### src/rtl/vga_scan_controller.sv
// VGA 640x480@60 scan-out: 25 MHz pixel timing from the 50 MHz clock, a 256x256
// video RAM window with border fill, and a 3-stage registered pin pipeline.
module vga_scan_controller #(
  parameter int unsigned WIN_X0       = 192,
  parameter int unsigned WIN_Y0       = 112,
  parameter logic [2:0]  BORDER_COLOR = 3'b000
) (
  input  logic        Clock,
  input  logic        Reset,
  output logic [15:0] oReadAddress,
  input  logic [2:0]  iReadData,
  output logic        oVGA_RED,
  output logic        oVGA_GREEN,
  output logic        oVGA_BLUE,
  output logic        oVGA_HSYNC,
  output logic        oVGA_VSYNC,
  output logic        oFrameStart
);

  localparam logic [9:0] H_VISIBLE    = 10'd640;
  localparam logic [9:0] H_SYNC_START = 10'd656;
  localparam logic [9:0] H_SYNC_END   = 10'd752;
  localparam logic [9:0] H_LAST       = 10'd799;
  localparam logic [9:0] V_VISIBLE    = 10'd480;
  localparam logic [9:0] V_SYNC_START = 10'd490;
  localparam logic [9:0] V_SYNC_END   = 10'd492;
  localparam logic [9:0] V_LAST       = 10'd524;

  localparam logic [10:0] X_LO  = 11'(WIN_X0);
  localparam logic [10:0] X_HI  = 11'(WIN_X0 + 255);
  localparam logic [10:0] Y_LO  = 11'(WIN_Y0);
  localparam logic [10:0] Y_HI  = 11'(WIN_Y0 + 255);
  localparam logic [7:0]  X_OFF = 8'(WIN_X0);
  localparam logic [7:0]  Y_OFF = 8'(WIN_Y0);

  logic [9:0] rCol;
  logic [9:0] rRow;
  logic       rPixelEn;

  logic       wInside;
  logic       wVisible;
  logic       wHSync;
  logic       wVSync;
  logic [7:0] wColOff;
  logic [7:0] wRowOff;

  logic s1Inside, s1Visible, s1HSync, s1VSync;
  logic s2Inside, s2Visible, s2HSync, s2VSync;

  always_ff @(posedge Clock) begin
    if (!Reset) begin
      rPixelEn <= 1'b0;
      rCol     <= '0;
      rRow     <= '0;
    end else begin
      rPixelEn <= ~rPixelEn;
      if (rPixelEn) begin
        if (rCol == H_LAST) begin
          rCol <= '0;
          rRow <= (rRow == V_LAST) ? '0 : rRow + 10'd1;
        end else begin
          rCol <= rCol + 10'd1;
        end
      end
    end
  end

  // Offsets wrap modulo 256, so only the low counter bits matter here.
  always_comb begin
    wColOff  = rCol[7:0] - X_OFF;
    wRowOff  = rRow[7:0] - Y_OFF;
    wInside  = ({1'b0, rCol} >= X_LO) && ({1'b0, rCol} <= X_HI) &&
               ({1'b0, rRow} >= Y_LO) && ({1'b0, rRow} <= Y_HI);
    wVisible = (rCol < H_VISIBLE) && (rRow < V_VISIBLE);
    wHSync   = !((rCol >= H_SYNC_START) && (rCol < H_SYNC_END));
    wVSync   = !((rRow >= V_SYNC_START) && (rRow < V_SYNC_END));
  end

  always_comb begin
    oFrameStart = rPixelEn && (rCol == '0) && (rRow == '0);
  end

  always_ff @(posedge Clock) begin
    if (!Reset) begin
      oReadAddress <= '0;
      s1Inside     <= 1'b0;
      s1Visible    <= 1'b0;
      s1HSync      <= 1'b1;
      s1VSync      <= 1'b1;
      s2Inside     <= 1'b0;
      s2Visible    <= 1'b0;
      s2HSync      <= 1'b1;
      s2VSync      <= 1'b1;
      oVGA_RED     <= 1'b0;
      oVGA_GREEN   <= 1'b0;
      oVGA_BLUE    <= 1'b0;
      oVGA_HSYNC   <= 1'b1;
      oVGA_VSYNC   <= 1'b1;
    end else begin
      oReadAddress <= {wRowOff, wColOff};
      s1Inside     <= wInside;
      s1Visible    <= wVisible;
      s1HSync      <= wHSync;
      s1VSync      <= wVSync;
      s2Inside     <= s1Inside;
      s2Visible    <= s1Visible;
      s2HSync      <= s1HSync;
      s2VSync      <= s1VSync;
      // RAM data for the S1 address is on iReadData while the flags sit in S2.
      if (s2Inside) begin
        {oVGA_RED, oVGA_GREEN, oVGA_BLUE} <= iReadData;
      end else if (s2Visible) begin
        {oVGA_RED, oVGA_GREEN, oVGA_BLUE} <= BORDER_COLOR;
      end else begin
        {oVGA_RED, oVGA_GREEN, oVGA_BLUE} <= 3'b000;
      end
      oVGA_HSYNC <= s2HSync;
      oVGA_VSYNC <= s2VSync;
    end
  end

endmodule

### config.mk
export PLATFORM = sky130hd
export DESIGN_NAME = vga_scan_controller
export DESIGN_NICKNAME = d
export VERILOG_FILES = /design/src/rtl/vga_scan_controller.sv
export SDC_FILE = /design/constraint.sdc
export NUM_CORES = 1
export LEC_CHECK = 0
export ABC_AREA = 1
export BUFFER_PORTS_ARGS = -buffer_cell sky130_fd_sc_hd__buf_4
export CORE_MARGIN = 2
export CORE_UTILIZATION = 54
export CTS_BUF_LIST = sky130_fd_sc_hd__clkbuf_8
export CTS_CLUSTER_SIZE = 16
export DETAILED_ROUTE_END_ITERATION = 6
export GPL_ROUTABILITY_DRIVEN = 1
export PLACE_DENSITY = 0.87
export SYNTH_ARGS = -nofsm -noshare
export SYNTH_HDL_FRONTEND = slang
export SYNTH_SLANG_ARGS = --single-unit
export TNS_END_PERCENT = 5
### constraint.sdc
create_clock -name Clock -period 1.3 [get_ports Clock]
set_input_delay 0.26 -clock Clock [delete_from_list [all_inputs] [get_ports Clock]]
set_output_delay 0.26 -clock Clock [all_outputs]
set_load 0.02 [all_outputs]
==> qor.yml, run 1 <==
run_status:
  status: "finished, violations left"
  violations: "negative setup slack"
layout:
  largest_register_ffs: 16
  regMostFlops: "oReadAddress"
  num_antenna_cells: 0
  final_net_count: 370
  largestRegisters: "oReadAddress x16, rCol x10, rRow x10"
  final_common_cell: "buf_4"
  layout_common_cells: "63 x buf_4, 60 x nand2_1, 45 x inv_1"
  stdcell_area_um2: 2890
  fillers: 262
  synthToLayoutAreaGrowth_pct: 34.7
  layout-drive-gt1-share_pct: 32.0
synth:
  yosys_warnings: 0
  synth_area_um2: 2150
  synth_edf_count: 0
  async_flop_share_pct: 0
  syn_inst: 290
  ys_ff_latch: 48
  synth_ff_type: "dfxtp_1"
  synth_cell_types: 28
  ys_seq_area_share_pct: 44.7
  syn_nets: 305
  synth_top_cell_by_area: "dfxtp_1"
  netlist.area_leader.share_pct: 44.7
  yosys-top-cells-area: "dfxtp_1 45%, nand2_1 11%, inv_1 8.6%"
  syn_area_per_cell_um2: 7.41
floorplan:
  die-area_um2: 4500
  start_util_pct: 57.4
  core_area_um2: 3740
  die_w_um: 67.1
  fp-row-count: 22
  fp.dieH_um: 67.1
  ios: 27
sta:
  period_needed_ns: 1.67
  setup_viol: 17
  slew_headroom_pct: 76.6
  finalHoldViolations: 0
  tns_ns: -2.06
  finalCritPeriodShare_pct: 129
  hold_ws_ns: 0.167
  clock_skew_ns: 0.00776
  final_max_slew_viol_count: 0
  finalWorstSetupSlack_ns: -0.374
  fmaxAchievable_mhz: 598
  rsz0062_at_grt: "yes"
  tightest_slew_ns: 0.351
placed_design:
  postPlaceCellArea_um2: 2620
  dp_hpwl_mm: 3.73
  port_buffers: 26
  routabilityCongestion: 0.948
clock_network:
  cts_root_buf: "clkbuf_8"
  clk_path_buf_depth: 2
  clk_pin_slew_worst_paths_ns: 0.09
  h-tree-depth: 2
  cts_tree: "done"
  cts_made_buffers: 5
  clock_sinks: 48
  clk_latency_ns: 0.30
job:
  maxCapViolCount: 0
worst_setup_path:
  cp_max_fo: 2
  endpoint_kind: "output pin"
  worstSetupPathType: "reg2out"
  reg2reg_slack_ns: -0.21
  crit_arrival_ns: 1.41
  required_ns: 1.04
  start_kind: "flop"
route:
  wl_mm: 5.27
  ant_nets: 0
  drt_iter0_markers: 120
  drt-vias-per-instance: 5.13
  drc_errors: 0
  wl_per_cell_um: 13.1
  dr.pass1.iters: 4
  num_vias: 2072
min_path:
  hold_class: "in2reg"
power_and_ir_drop:
  power_density_nw_per_um2: 904
  peakVddDrop_v: 0.000549
  power.leakage_nw: 1.35
global_routing:
  grt_pass1_wl_mm: 8.71
  gr-total-overflow: 0
  grt_usage_pct: 26.2
  grt_max_degree: 16
  grt_pass1_vias: 1957
  antenna_found_initial: 0
metrics by stage:
| stage | worst slack [ns] | instances | utilization, % | total power (W) |
|---|---|---|---|---|
| 6_report | -0.374 | 404 | 77.3 | 0.00262 |
| 5_1_grt | -0.486 | 404 | 77.3 | 0.00271 |
| 4_1_cts | -0.357 | 404 | 76.5 | 0.00262 |
| 3_5_place_dp | -0.199 | 391 | 70.0 | 0.00167 |
| 3_3_place_gp | -0.109 | 391 | 70.0 | 0.00167 |
| 2_1_floorplan | -0.00692 | 290 | - | 0.00161 |
critical path, cell delays in order, from the launching register on:
cell	delay, ns
dfxtp_2	0.34
inv_2	0.07
ha_4	0.13
nand2_2	0.04
nor3_2	0.15
nand3_1	0.11
nor2_2	0.13
buf_6	0.13
cell families after synthesis:
family	Yosys count	share of synthesized area, %
AND/OR/NAND/NOR	153	32.4
AO/OA/AOI/OAI	19	4.78
buffers and inverters	56	10.6
XOR/XNOR	4	1.63
adder cells (fa/ha/maj)	10	5.82
flip-flops	48	44.7
power breakdown:
part	total (W)	leakage [nW]	switching, W	internal, W
Sequential	0.00149	0.392	0.00000890	0.00148
Clock	0.000938	0.0434	0.000507	0.000431
Combinational	0.000184	0.911	0.000105	0.0000788
final timing paths:
| path | to | startpoint | cells past startpoint |
|---|---|---|---|
| min | oVGA_RED$_SDFF_PN0_ | iReadData[2] | 3 |
| max | oFrameStart | rCol[1]$_SDFFE_PN0P_ | 7 |
| max reg2reg | rRow[9]$_SDFFE_PN0P_ | rCol[1]$_SDFFE_PN0P_ | 9 |
| min reg2reg | s2HSync$_SDFF_PN1_ | s1HSync$_SDFF_PN1_ | 1 |
final cells by class:
| type | count | area (um2) | area share, % |
|---|---|---|---|
| clock buffers | 6 | 82.6 | 2.85 |
| well taps | 48 | 60.1 | 2.08 |
| clock inverters | 2 | 15.0 | 0.519 |
| multi-input cells | 186 | 1090 | 37.8 |
| inverters | 50 | 190 | 6.57 |
| flip-flops and latches | 48 | 968 | 33.5 |
| repair buffers | 64 | 484 | 16.7 |
per-layer routing:
metal	wire [um]	vias up	track usage (%)
met4	117	0	13.3
met2	2510	101	42.3
met1	2220	932	33.5
li1	-	1029	-
met3	424	10	3.89
met5	0	-	0
Yosys cell counts, types with 3 or more instances:
cell type,count
nor3_1,5
ha_1,10
or2_2,4
a21oi_1,7
nand2_1,62
inv_1,49
o21ai_0,9
dfxtp_1,48
xor2_1,4
nand3_1,17
nor2_1,44
nand4_1,7
nand2_2,3
repair_timing:
item | in CTS | in global routing
endpoints found under the hold margin | 0 | 0
endpoints found under the setup margin | 20 | 23
cloned | 0 | 0
pin swaps | 7 | 4
resized for setup | 31 | 8
setup buffers | 5 | 0
hold buffers | 0 | 0
Note: power is estimated with default switching activity, not from simulation.
==> inputs of run 2 (changes only) <==
MAX_ROUTING_LAYER = met4   (was not set)
==> run 2 against run 1 <==
  * The flow still finishes with violations (negative setup slack)
  * Core utilization grew 3.8 points
  * Hold slack better by 0.0055 ns
  * Largest cell class unchanged
  * Critical path depth is the same
  * Cell count up 2.0%
==> qor.yml, run 2 (synthesized netlist as in run 1, its figures left out) <==
run_status:
  status: "finished, violations left"
  violations: "negative setup slack"
placed_design:
  place_inst: 393
  dp_hpwl_mm: 3.63
  place_ws_ns: -0.129
  port_buffers: 26
  routabilityCongestion: 0.932
worst_setup_path:
  cp_max_fo: 2
  max_stage_delay_ns: 0.35
  crit_arrival_ns: 1.43
  worstSetupPathType: "reg2out"
  path_cells: "inv_2 > ha_4 > nand2_2 > nor3_4 > nand3_2 > nor2_4 > buf_6"
  crit_family: "simple AND/OR/NAND/NOR gates"
  endpoint_kind: "output pin"
  required_ns: 1.04
  crit_slowest_cell: "dfxtp_2"
  critPathBufInv: 2
  start_kind: "flop"
sta:
  setup_viol: 21
  finalCritPeriodShare_pct: 130
  finalHoldViolations: 0
  slew_headroom_pct: 78.9
  period_needed_ns: 1.69
  finalWorstSetupSlack_ns: -0.392
  final_max_slew_viol_count: 0
  tightest_slew_ns: 0.314
  tns_ns: -3.39
  fmaxAchievable_mhz: 591
  hold_ws_ns: 0.172
  rsz0062_at_grt: "yes"
  clock_skew_ns: 0.0106
layout:
  final_net_count: 379
  layout-drive-gt1-share_pct: 36.8
  stdcell_count: 412
  largest_register_ffs: 16
  layout_common_cells: "71 x buf_4, 61 x nand2_1, 41 x inv_1"
  final_common_cell: "buf_4"
  largestRegisters: "oReadAddress x16, rCol x10, rRow x10"
  final_util_pct: 81.1
  regMostFlops: "oReadAddress"
  synthToLayoutAreaGrowth_pct: 41.4
  num_antenna_cells: 0
global_routing:
  grt_pass1_wl_mm: 8.76
  grt_usage_pct: 26.9
  gr-total-overflow: 0
  grt_max_degree: 15
  antenna_found_initial: 0
  grt_pass1_vias: 1924
floorplan:
  ios: 27
  fp.dieH_um: 67.1
  fp-row-count: 22
  die-area_um2: 4500
  die_w_um: 67.1
  core_area_um2: 3740
  start_util_pct: 57.4
clock_network:
  clock_sinks: 48
  cts_made_buffers: 5
  h-tree-depth: 2
  cts_root_buf: "clkbuf_8"
  clk_pin_slew_worst_paths_ns: 0.09
  postCtsHoldBufs: 0
  cts_tree: "done"
  clk_path_buf_depth: 2
  clk_latency_ns: 0.30
route:
  wl_mm: 5.74
  drt-vias-per-instance: 5.20
  drc_errors: 0
  ant_nets: 0
  drt_iter0_markers: 193
  dr.pass1.iters: 6
  num_vias: 2141
  wl_per_cell_um: 13.9
power_and_ir_drop:
  power_density_nw_per_um2: 967
  power.leakage_nw: 1.42
  peakVddDrop_v: 0.000646
min_path:
  hold_class: "in2reg"
job:
  maxCapViolCount: 0
## run 2: changes by cell type in the layout (fill, tap and decap cells not counted), sizes merged
cell / delta
bufinv: +2
clkbuf: -1
clkinvlp: -2
buf: +9
## run 2: worst min-delay path: cells and delay by family
| kind | cells | cell delay [ns] |
|---|---|---|
| buf+inv | 2 | 0.10 |
| simple gates | 1 | 0.08 |
## run 2: cell type report
type	instances	area (um2)
clock buffer	5	68.8
clock inverter	2	60.1
fill	215	707
inverter	50	190
multi-input combinational	186	1130
sequential	48	972
tap	48	60.1
timing repair buffer	73	556
## run 2: repair_timing
| action | 4_1_cts | 5_1_grt |
|---|---|---|
| endpoints found under the setup margin | 14 | 22 |
| gates resized for setup | 26 | 25 |
| buffers inserted | 7 | 5 |
| gates cloned | 0 | 0 |
| pin swaps | 7 | 7 |
## run 2: final timing paths
kind	slack, ns	depth (start not counted)	end	start
max reg2reg	-0.28	10	rRow[3]$_SDFFE_PN0P_	rCol[0]$_SDFFE_PN0P_
max	-0.39	7	oFrameStart	rCol[0]$_SDFFE_PN0P_
min reg2reg	0.40	1	s2HSync$_SDFF_PN1_	s1HSync$_SDFF_PN1_
min	0.17	3	oVGA_RED$_SDFF_PN0_	iReadData[2]
## run 2: metal layers
metal	vias up	wire (um)	track usage [%]
met1	959	2420	34.3
met4	0	210	10.2
met5	-	0	-
met3	30	484	5.57
met2	116	2630	41.8
li1	1036	-	-
## run 2: stage by stage
stage	cell area, um2	total power, W
2_1_floorplan	2160	0.00161
3_3_place_gp	2640	0.00167
3_5_place_dp	2640	0.00167
4_1_cts	2910	0.00291
5_1_grt	3040	0.00301
6_report	3040	0.00294
## run 2: where the power goes
| part | internal [W] | leakage (nW) | switching, W | total, W |
|---|---|---|---|---|
| combinational | 0.0000891 | 0.961 | 0.000115 | 0.000204 |
| sequential | 0.00148 | 0.393 | 0.00000826 | 0.00149 |
| clock | 0.000757 | 0.0642 | 0.000482 | 0.00124 |
